$ cat config.mk
export PLATFORM = sky130hd
export DESIGN_NAME = keypad_scan
export DESIGN_NICKNAME = d
export VERILOG_FILES = /design/src/rtl/keypad_pkg.sv /design/src/rtl/keypad_tick_gen.sv /design/src/rtl/keypad_scan.sv
export SDC_FILE = /design/constraint.sdc
export NUM_CORES = 1
export LEC_CHECK = 0
export BUFFER_PORTS_ARGS = -buffer_cell sky130_fd_sc_hd__buf_2
export CORE_ASPECT_RATIO = 1.5
export CORE_MARGIN = 1.5
export CORE_UTILIZATION = 45
export CTS_CLUSTER_DIAMETER = 50
export DETAILED_ROUTE_END_ITERATION = 6
export PLACE_DENSITY_LB_ADDON = 0.08
export SYNTH_ARGS = -nofsm -noshare
export SYNTH_HDL_FRONTEND = slang
export SYNTH_SLANG_ARGS = --single-unit
$ cat constraint.sdc
create_clock -name iCLK -period 2 [get_ports iCLK]
set_input_delay 0.1 -clock iCLK [delete_from_list [all_inputs] [get_ports iCLK]]
set_output_delay 0.1 -clock iCLK [all_outputs]
set_load 0.01 [all_outputs]
$ cat src/rtl/keypad_pkg.sv
// rtl/keypad_pkg.sv - shared constants, state encoding and key helpers for the keypad scanner
package keypad_pkg;

    localparam logic [15:0] KEY_IDLE      = 16'h00FF;
    localparam int          KEY_VALID_BIT = 15;
    localparam int          CODE_W        = 4;

    typedef enum logic [1:0] {
        SCAN     = 2'd0,
        DEBOUNCE = 2'd1,
        EMIT     = 2'd2,
        HOLD     = 2'd3
    } state_t;

    // Key code = row*4 + lowest-indexed low column; lowest code wins on multi-press.
    function automatic logic [CODE_W-1:0] key_code(input logic [1:0] row, input logic [3:0] col);
        logic [1:0] c;
        c = 2'd3;
        for (int i = 3; i >= 0; i--) begin
            if (!col[i]) c = i[1:0];
        end
        return {row, c};
    endfunction

    // Strobe word: valid marker in bit 15, code in the low nibble, zeros elsewhere.
    function automatic logic [15:0] key_strobe(input logic [CODE_W-1:0] code);
        logic [15:0] v;
        v                = 16'h0000;
        v[KEY_VALID_BIT] = 1'b1;
        v[CODE_W-1:0]    = code;
        return v;
    endfunction

    // Active-low one-hot row drive for a row index.
    function automatic logic [3:0] row_drive(input logic [1:0] row);
        return ~(4'b0001 << row);
    endfunction

endpackage

$ cat src/rtl/keypad_tick_gen.sv
// rtl/keypad_tick_gen.sv - free-running scan tick divider
module keypad_tick_gen #(
    parameter int SCAN_DIV = 50000
) (
    input  logic iCLK,
    input  logic iRST_n,
    output logic tick
);

    localparam int             W    = (SCAN_DIV > 1) ? $clog2(SCAN_DIV) : 1;
    localparam logic [W-1:0]   TERM = W'(SCAN_DIV - 1);

    logic [W-1:0] r_cnt;
    logic         w_tick;

    assign w_tick = (r_cnt == TERM);
    assign tick   = w_tick;

    // Count 0..SCAN_DIV-1 and restart; never paused so scan timing stays fixed.
    always_ff @(posedge iCLK or negedge iRST_n) begin
        if (!iRST_n) begin
            r_cnt <= '0;
        end else if (w_tick) begin
            r_cnt <= '0;
        end else begin
            r_cnt <= r_cnt + 1'b1;
        end
    end

endmodule

$ cat src/rtl/keypad_scan.sv
// rtl/keypad_scan.sv - 4x4 keypad row scanner, debouncer and single-cycle key strobe
module keypad_scan
    import keypad_pkg::*;
#(
    parameter int SCAN_DIV       = 50000,
    parameter int DEBOUNCE_TICKS = 20
) (
    input  logic        iCLK,
    input  logic        iRST_n,
    input  logic [3:0]  iCOL,
    output logic [3:0]  oROW,
    output logic [15:0] key_num,
    output logic        oKey_down
);

    localparam int            CW      = $clog2(DEBOUNCE_TICKS + 1);
    localparam logic [CW-1:0] DB_LAST = CW'(DEBOUNCE_TICKS - 1);

    logic [3:0]        r_col_meta;
    logic [3:0]        r_col_s;
    state_t            r_state;
    logic [1:0]        r_row;
    logic [CODE_W-1:0] r_code;
    logic [CW-1:0]     r_cnt;
    logic [CW-1:0]     r_rcnt;

    logic              w_tick;
    logic              w_key;
    logic [CODE_W-1:0] w_code;
    logic [1:0]        w_row_next;

    keypad_tick_gen #(
        .SCAN_DIV (SCAN_DIV)
    ) u_tick_gen (
        .iCLK   (iCLK),
        .iRST_n (iRST_n),
        .tick   (w_tick)
    );

    assign w_key      = (r_col_s != 4'hF);
    assign w_code     = key_code(r_row, r_col_s);
    assign w_row_next = r_row + 2'd1;

    // Two-flop synchroniser for the asynchronous, active-low column returns.
    always_ff @(posedge iCLK or negedge iRST_n) begin
        if (!iRST_n) begin
            r_col_meta <= 4'hF;
            r_col_s    <= 4'hF;
        end else begin
            r_col_meta <= iCOL;
            r_col_s    <= r_col_meta;
        end
    end

    // Scan/debounce/emit/hold FSM; every output is a register updated here.
    always_ff @(posedge iCLK or negedge iRST_n) begin
        if (!iRST_n) begin
            r_state   <= SCAN;
            r_row     <= 2'd0;
            oROW      <= 4'b1110;
            r_code    <= '0;
            r_cnt     <= '0;
            r_rcnt    <= '0;
            key_num   <= KEY_IDLE;
            oKey_down <= 1'b0;
        end else begin
            key_num <= KEY_IDLE;
            case (r_state)
                SCAN: begin
                    if (w_tick) begin
                        if (w_key) begin
                            r_code  <= w_code;
                            r_cnt   <= '0;
                            r_state <= DEBOUNCE;
                        end else begin
                            r_row <= w_row_next;
                            oROW  <= row_drive(w_row_next);
                        end
                    end
                end
                DEBOUNCE: begin
                    if (w_tick) begin
                        if (w_key && (w_code == r_code)) begin
                            r_cnt <= r_cnt + 1'b1;
                            if (r_cnt == DB_LAST) begin
                                r_state   <= EMIT;
                                key_num   <= key_strobe(r_code);
                                oKey_down <= 1'b1;
                            end
                        end else begin
                            r_state <= SCAN;
                            r_row   <= w_row_next;
                            oROW    <= row_drive(w_row_next);
                        end
                    end
                end
                EMIT: begin
                    r_rcnt  <= '0;
                    r_state <= HOLD;
                end
                HOLD: begin
                    // Any column activity, even another key, restarts the release count.
                    if (w_tick) begin
                        if (!w_key) begin
                            r_rcnt <= r_rcnt + 1'b1;
                            if (r_rcnt == DB_LAST) begin
                                r_state   <= SCAN;
                                oKey_down <= 1'b0;
                                r_row     <= w_row_next;
                                oROW      <= row_drive(w_row_next);
                            end
                        end else begin
                            r_rcnt <= '0;
                        end
                    end
                end
                default: begin
                    r_state <= SCAN;
                end
            endcase
        end
    end

endmodule

==> results_dict.tcl, run 1 <==
set metrics [dict create \
    status "completed" \
    crit_path_start "r_col_s[0]" \
    grt_pass1_wl_um 7420 \
    port_buffers 19 \
    crit_path_end_kind "flop" \
    drc 0 \
    cap_viol_max_count 0 \
    period_needed_ns 1.85 \
    ant_nets 0 \
    cts_made_buffers 5 \
    startpoint_type "flop" \
    slew_headroom_pct 63.4 \
    hold_viol_final 0 \
    hpwl_um 3210 \
    r2r-end "r_row[1]" \
    report.final.slew_viol_count 0 \
    ioPinCount 27 \
    cts_max_level 2 \
    synth_area_leader_cell "dfrtp_1" \
    ir_drop_mv 0.434 \
    synth_edf_count 0 \
    synth_cells 225 \
    clock-root-buffer "clkbuf_8" \
    initial_utilization_pct 46.7 \
    worstPathMaxFanout 4 \
    die_h_um 95.4 \
    fmax_mhz 541 \
    drive_gt1_share_pct 30.3 \
    fin_nets 279 \
    viasPerCell 4.94 \
    power.density_nw_per_um2 590 \
    ys_ff_latch 53 \
    required_ns 2.19 \
    critical_path.top_delay_family "compound AO/OA/AOI/OAI gates" \
    wl_per_cell_um 13.2 \
    antenna_found_initial 0 \
    drtIter0Drc 59 \
    clkSinkCount 53 \
    core_um2 5490 \
    cpPeakStageDelay_ns 0.57 \
    synth.yosys.seq_area_share_pct 52.5 \
    critical_path_arrival_ns 2.04 \
    num_antenna_cells 0 \
    syn_avg_cell_area_um2 11.4 \
    hold_class "in -> async" \
    worstMarginPinSlew_ns 0.549 \
    clock_latency_ns 0.30 \
    synth.top_cell.area_share_pct 36.1 \
    synth.cell_area_um2 2560 \
    worstRegToRegCells 6 \
    cts_buffer_depth 2 \
    die_w_um 64.6 \
    synthArstFlopShare_pct 100 \
    die_area_um2 6170 \
    groute.usage.overall_pct 15.9 \
    cp_slowest_cell "dfstp_2" \
    rsz0062_at_grt "yes" \
    rows 33 \
    regToRegStartpoint "r_col_s[0]" \
    final_core_util_pct 53.7 \
    synthDistinctLibCells 46 \
    drtPass1Iterations 4 \
    area_growth_pct 15.1 \
    gp_congestion 0.783 \
    finalClockSkew_ns 0.00534 \
    synth_ff_type "dfrtp_1" \
    cp.depth 6 \
    setup_violations 0 \
    worstPathCellList "buf_4, nor3_1, a31oi_1, a21oi_1, a211oi_4, mux2_4" \
    path_clk_slew_ns 0.09 \
    crit_end "r_row[1]" \
    worst-path-buf-inv 1 \
    ys_top_cells_by_area "dfrtp_1 (36%), dfstp_2 (16%), xnor2_1 (3.8%)" \
    timing.final.crit_share_pct 92.5 \
    grt_max_degree 32 \
    hold_ws_ns 0.307 \
    leakagePower_nw 1.33 \
    vias 1664 \
    yosysWarningCount 0 \
    rrSetupSlack_ns 0.15 \
    crit_type "reg -> reg" \
    cts_tree "yes" \
    grt.overflow.total 0 \
    grt_pass1_vias 1577 \
    routed_wl_um 4440 \
]
## layer usage
layer	routed length, um	vias to the layer above	global-route usage, %
met5	0	-	0
met4	63	0	6.38
met3	104	4	2.83
met2	2280	23	27.3
met1	1990	803	19.8
li1	-	834	-
## cells in the mapped netlist (all sizes together), types with 2 or more instances
master / count
ha: 7
o21ai: 14
nor3: 3
or2b: 3
nand4: 8
dfstp: 16
nand3: 8
xnor2: 11
a22o: 5
or4: 2
nor2b: 3
dfrtp: 37
a21oi: 2
nand2: 19
and4bb: 2
buf: 15
nor2: 13
o31ai: 2
and4: 2
nand2b: 6
a211oi: 3
xor2: 7
and2: 4
mux2i: 8
inv: 13
## report_power, final
group	total [mW]	leakage [nW]	internal, mW	switching [mW]
sequential	1.09	0.670	1.09	0.00543
combinational	0.0563	0.613	0.0209	0.0354
clock	0.592	0.0439	0.243	0.350
total	1.74	1.33	1.35	0.391
## cell families (layout without fill, tap and decap cells)
kind of cell | count (synthesis) | after routing | share of synthesized area, %
and+or+nand+nor | 79 | 79 | 18.6
AOI/OAI and AO/OA | 29 | 29 | 8.54
buffers and inverters | 29 | 65 | 6.88
adders and majority gates | 7 | 7 | 3.42
muxes | 9 | 9 | 3.71
other | 1 | 7 | 0.146
xor gates and xnor gates | 18 | 18 | 6.15
DFF | 53 | 53 | 52.5
## metrics by stage
step,power (mW),cell area [um^2],setup TNS (ns),setup slack (ns),std cells
2_1_floorplan,1.13,2580,0,0.0781,231
3_3_place_gp,1.16,2790,0,0.143,322
3_5_place_dp,1.16,2790,0,0.104,322
4_1_cts,1.77,2920,0,0.0998,335
5_1_grt,1.82,2950,-0.00328,-0.00328,337
6_report,1.74,2950,0,0.151,337
## flip-flops by register name, indices dropped and copies added (netlist names), named ones only
| signal | cells |
|---|---|
| u_tick_gen.r_cnt | 16 |
| key_num | 6 |
| r_cnt | 5 |
| r_rcnt | 5 |
| oROW | 4 |
| r_code | 4 |
| r_col_meta | 4 |
| r_col_s | 4 |
| r_row | 2 |
| oKey_down | 1 |
| r_state | 1 |
## area by class of cell
| class | count | area, um^2 |
|---|---|---|
| clock buffer | 5 | 68.8 |
| clock inverter | 3 | 17.5 |
| fill | 509 | 2540 |
| inverter | 13 | 48.8 |
| multi-input combinational | 149 | 1070 |
| sequential | 53 | 1350 |
| tap | 70 | 87.6 |
| timing repair buffer | 44 | 312 |
## worst min path at each step
stage                                      end    from  slack [ns]  cells past startpoint
finish                    u_tick_gen.r_cnt[11]  iRST_n        0.31                      2
global route              u_tick_gen.r_cnt[11]  iRST_n        0.35                      2
CTS                       u_tick_gen.r_cnt[11]  iRST_n        0.32                      2
detailed placement        u_tick_gen.r_cnt[11]  iRST_n        0.12                      1
global placement          u_tick_gen.r_cnt[11]  iRST_n        0.12                      1
floorplan           asynchronous set/reset pin  iRST_n       -0.20                      0
## what timing repair did
item / 4_1_cts / 5_1_grt
hold buffers: 5 / 0
setup endpoints to repair: 0 / 5
buffers inserted: 0 / 2
gates resized for setup: 0 / 2
hold endpoints to repair: 20 / 0
## worst reg2reg max path: stages (launching register included)
cell and delay [ns]:
dfstp_2 0.57, buf_4 0.12, nor3_1 0.04, a31oi_1 0.24, a21oi_1 0.18, a211oi_4 0.26
mux2_4 0.32
## cell usage in the layout, fill, tap and decap left out, types with 8 or more instances in the layout
cell,n
inv_1,13
buf_2,19
nand3_1,8
nand2_1,16
o21ai_0,10
xnor2_1,11
mux2i_1,8
dfstp_2,16
dfrtp_1,37
buf_4,18
nor2_1,13
Note: power is estimated with default switching activity, not from simulation.
==> inputs of run 2 (changes only) <==
- PLACE_DENSITY: default -> 0.76
- PLACE_DENSITY_LB_ADDON: 0.08 -> default
==> run 2 against run 1 <==
Against the previous run: first-iteration DRC count fell by 53%; worst setup slack got worse by 0.053 ns; fmax down 2.8%; utilization is 0.41 points higher; sequential cell count stayed put; final cell count decreased by 0.30%; critical path depth unchanged; sequential share of layout area fell by 0.35 points; largest cell class unchanged; largest power group unchanged; highest routed layer unchanged.
==> results_dict.tcl, run 2 (synthesis gave the netlist of run 1 again) <==
set metrics [dict create \
    regMostFlops "u_tick_gen.r_cnt" \
    hold_viol_final 0 \
    reg_top3 "u_tick_gen.r_cnt (16), key_num (6)" \
    fillCellCount 465 \
    setup_violations 0 \
    period_needed_ns 1.90 \
    crit_type "reg -> reg" \
    cts_buffer_depth 2 \
    viasPerCell 5.08 \
    swShare_pct 21.7 \
    placed_cells 318 \
    antenna_found_initial 0 \
    fin_area_um2 2970 \
    drc 0 \
    timing.final.crit_share_pct 95.1 \
    clock-root-buffer "clkbuf_8" \
    final_core_util_pct 54.1 \
    num_antenna_cells 0 \
    cts_made_buffers 5 \
    leakagePower_nw 1.32 \
    cts_max_level 2 \
    layout_commonest_cell "dfrtp_1" \
    grt_max_degree 25 \
    groute.usage.overall_pct 15.0 \
    rows 33 \
    critical_path_arrival_ns 2.09 \
    drtIter0Drc 28 \
    drive_gt1_share_pct 31.2 \
    required_ns 2.19 \
    post-place-ws_ns 0.0826 \
    grt_pass1_wl_um 7180 \
    drtPass1Iterations 4 \
    clkSinkCount 53 \
    startpoint_type "flop" \
    fmax_mhz 526 \
    power.total_mw 1.73 \
    path_clk_slew_ns 0.10 \
    ir_drop_mv 0.617 \
    vias 1707 \
    die_h_um 95.4 \
    grt.overflow.total 0 \
    hpwl_um 3100 \
    power.density_nw_per_um2 582 \
    cap_viol_max_count 0 \
    wl_per_cell_um 13.0 \
    cts_tree "yes" \
    core_um2 5490 \
    finalClockSkew_ns 0.00964 \
    layout_setup_ws_ns 0.0972 \
    area_growth_pct 16.0 \
    ant_nets 0 \
    report.final.slew_viol_count 0 \
    die_w_um 64.6 \
    p_switching_mw 0.375 \
    final_cell_mix "dfrtp_1 (37), buf_2 (19), buf_4 (17)" \
    gp_congestion 0.819 \
    largest_reg_flops 16 \
    p_clk_share_pct 33.6 \
    crit_path_end_kind "flop" \
    port_buffers 19 \
    grt_pass1_vias 1662 \
    status "completed" \
    hold_ws_ns 0.262 \
    intPower_mw 1.35 \
    clock_latency_ns 0.30 \
    final-instance-count-excl-fill 336 \
    routed_wl_um 4370 \
    pwr-share-seq_pct 63.2 \
    fin_nets 278 \
    combPwrFrac_pct 3.2 \
    worstRegToRegCells 6 \
    ioPinCount 27 \
    setup_tns_ns 0 \
    place_area_um2 2760 \
    hold_class "in -> async" \
    worstPathMaxFanout 5 \
    initial_utilization_pct 46.7 \
    die_area_um2 6170 \
]
run 2: changes by cell type in the layout (fill, tap and decap cells not counted):
cell	change
clkinvlp_4	+1
nand2b_4	+1
nor2b_1	-1
clkbuf_1	+1
clkinv_2	-2
a221oi_1	-1
a221oi_2	+1
ha_1	-1
ha_4	+1
nand2b_1	-1
buf_4	-1
nor2b_2	+1
run 2: final cells by class:
class                      instances  area [um^2]  area share (%)
clock buffer                       6         72.6            2.44
sequential                        53         1350            45.3
timing repair buffer              43          304            10.2
tap                               70         87.6            2.95
clock inverter                     2         15.0           0.505
multi-input combinational        149         1100            36.9
inverter                          13         48.8            1.64
run 2: repair_timing:
item / in CTS / in global routing
gates resized for setup: 0 / 7
endpoints found under the hold margin: 20 / 0
hold buffers: 5 / 0
setup endpoints to repair: 0 / 15
setup buffers: 0 / 5
run 2: per-layer routing:
metal | share of wire [%] | global-route usage (%) | vias up
li1 | - | - | 833
met1 | 41 | 16.3 | 834
met2 | 55 | 28.6 | 32
met3 | 2.3 | 2.48 | 8
met4 | 1.7 | 6.03 | 0
met5 | 0 | 0 | -
run 2: path summary, 6_finish.rpt:
| path | startpoint | to | slack [ns] |
|---|---|---|---|
| worst max-delay path | r_col_s[0] | r_row[1] | 0.1 |
| min in group iCLK | r_col_meta[1] | r_col_s[1] | 0.36 |
| max in group asynchronous | iRST_n | r_col_meta[0] | 1.13 |
| worst min-delay path | iRST_n | u_tick_gen.r_cnt[6] | 0.26 |
| worst max register to register | r_col_s[0] | r_row[1] | 0.1 |
| worst min register to register | r_col_meta[1] | r_col_s[1] | 0.36 |
run 2: worst max-delay path, stage by stage, from the launching register on:
cell and delay [ns]:
dfstp_2 0.58, buf_4 0.13, nor3_1 0.04, a31oi_1 0.22, a21oi_1 0.19, a211oi_4 0.30, mux2_4 0.33
run 2: power by group through the flow:
stage | Combinational, mW | Clock [mW] | Sequential (mW)
3_5_place_dp | 0.0473 | 0 | 1.11
2_1_floorplan | 0.0231 | 0 | 1.11
4_1_cts | 0.0552 | 0.597 | 1.09
5_1_grt | 0.0639 | 0.658 | 1.09
6_report | 0.0559 | 0.581 | 1.09
3_3_place_gp | 0.0471 | 0 | 1.11
==> inputs of run 3 (changes only) <==
- PLACE_DENSITY: 0.76 -> 0.74
- clock period: 2 -> 2.1 ns (I/O delays scaled with it)
==> run 3 against run 2 <==
Against the previous run: sequential power fell by 5%; non-clock buffer count fell by 8; sequential share of layout area rose by 0.82 points; sequential cell count did not move.
==> results_dict.tcl, run 3 (synthesis gave the netlist of run 1 again) <==
set metrics [dict create \
    fmax_mhz 516 \
    cp_slowest_cell "or4_4" \
    layout_commonest_cell "dfrtp_1" \
    drive_gt1_share_pct 27.5 \
    drc 0 \
    drtPass1Iterations 4 \
    fin_nets 270 \
    hold_viol_final 0 \
    rrSetupSlack_ns 0.16 \
    cpPeakStageDelay_ns 0.64 \
    path_clk_slew_ns 0.10 \
    post-place-ws_ns 0.174 \
    ir_drop_mv 0.528 \
    grt_max_degree 54 \
    grt.overflow.total 0 \
    vias 1657 \
    place_area_um2 2740 \
    final_cell_mix "dfrtp_1 (37), buf_2 (19), nand2_1 (16), dfstp_2 (16)" \
    swShare_pct 19.4 \
    power.density_nw_per_um2 648 \
    core_um2 5490 \
    cts_max_level 2 \
    worstPathCellList "and4bb_2, nand4b_2, or4_4, or2b_1, mux2i_1" \
    clock_latency_ns 0.31 \
    die_area_um2 6170 \
    ant_nets 0 \
    clock-root-buffer "clkbuf_8" \
    rows 33 \
    wl_per_cell_um 13.0 \
    drtIter0Drc 38 \
    p_switching_mw 0.366 \
    worstPathMaxFanout 16 \
    worstRegToRegCells 5 \
    setup_tns_ns 0 \
    cts_buffer_depth 2 \
    worst-path-buf-inv 0 \
    startpoint_type "flop" \
    p_clk_share_pct 42.4 \
    regMostFlops "u_tick_gen.r_cnt" \
    pwr-share-seq_pct 55.0 \
    period_needed_ns 1.94 \
    critical_path_arrival_ns 2.14 \
    intPower_mw 1.53 \
    grt_pass1_wl_um 7610 \
    required_ns 2.30 \
    leakagePower_nw 1.30 \
    num_antenna_cells 0 \
    clkSinkCount 53 \
    status "completed" \
    crit_type "reg -> reg" \
    timing.final.crit_share_pct 92.3 \
    routed_wl_um 4250 \
    crit_path_end_kind "flop" \
    largest_reg_flops 16 \
    antenna_found_initial 0 \
    final_core_util_pct 53.2 \
    report.final.slew_viol_count 0 \
    groute.usage.overall_pct 16.1 \
    cap_viol_max_count 0 \
    combPwrFrac_pct 2.6 \
    finalClockSkew_ns 0.00801 \
    reg_top3 "u_tick_gen.r_cnt (16), key_num (6)" \
    r2r-end "r_cnt[3]" \
    setup_violations 0 \
    critical_path.top_delay_family "simple AND/OR/NAND/NOR gates" \
    layout_setup_ws_ns 0.162 \
    hold_class "in -> async" \
    die_h_um 95.4 \
    die_w_um 64.6 \
    initial_utilization_pct 46.7 \
    rsz0062_at_grt "no" \
    ioPinCount 27 \
    hpwl_um 3020 \
    cts_made_buffers 5 \
    port_buffers 19 \
    viasPerCell 5.05 \
    grt_pass1_vias 1706 \
    postCtsSetupBuffers 0 \
    area_growth_pct 13.9 \
    cts_tree "yes" \
    regToRegStartpoint "u_tick_gen.r_cnt[4]" \
    gp_congestion 0.804 \
    fin_area_um2 2920 \
]
run 3: power groups by stage:
stage               logic [mW]  registers [mW]  clock network (mW)
finish                  0.0493            1.04               0.802
global route            0.0577            1.04               0.869
CTS                     0.0514            1.04               0.820
global placement        0.0435            1.06                   0
floorplan               0.0220            1.06                   0
detailed placement      0.0444            1.06                   0
run 3: what timing repair did:
action	CTS	global route
endpoints found under the hold margin	41	0
gates resized for setup	0	0
hold buffers	5	0
run 3: worst max path at each step:
stage,cells after the start,to,slack [ns],from
5_1_grt,7,oROW[1],0.03,u_tick_gen.r_cnt[0]
4_1_cts,5,r_cnt[2],0.15,u_tick_gen.r_cnt[4]
3_3_place_gp,5,r_cnt[4],0.22,u_tick_gen.r_cnt[13]
2_1_floorplan,6,r_row[1],0.18,u_tick_gen.r_cnt[0]
6_report,5,r_cnt[3],0.16,u_tick_gen.r_cnt[4]
3_5_place_dp,6,r_cnt[2],0.17,u_tick_gen.r_cnt[0]
run 3: stage by stage:
stage	total power [mW]	cells	hold WS [ns]
2_1_floorplan	1.08	231	-0.191
3_3_place_gp	1.10	315	0.118
3_5_place_dp	1.10	315	0.119
4_1_cts	1.91	328	0.325
5_1_grt	1.97	328	0.351
6_report	1.89	328	0.308
run 3: layout make-up:
type | count | area [um^2]
fillers | 490 | 2570
inverters | 13 | 48.8
well taps | 70 | 87.6
clock inverters | 3 | 65.1
repair buffers | 35 | 240
clock buffers | 5 | 68.8
flip-flops and latches | 53 | 1350
multi-input cells | 149 | 1060
run 3: worst register-to-register path, delay by kind of cell (launching register included):
family / cells / cell delay [ns]
mux: 1 / 0.05
flops: 1 / 0.43
simple gates: 4 / 1.35
run 3: per-layer routing:
layer	part of all wire, %	global-route usage [%]	up-vias
met1	43	19.3	812
met5	0	0	-
met3	2.6	3.54	5
met2	53	27.3	26
met4	2.1	7.62	0
li1	-	-	814
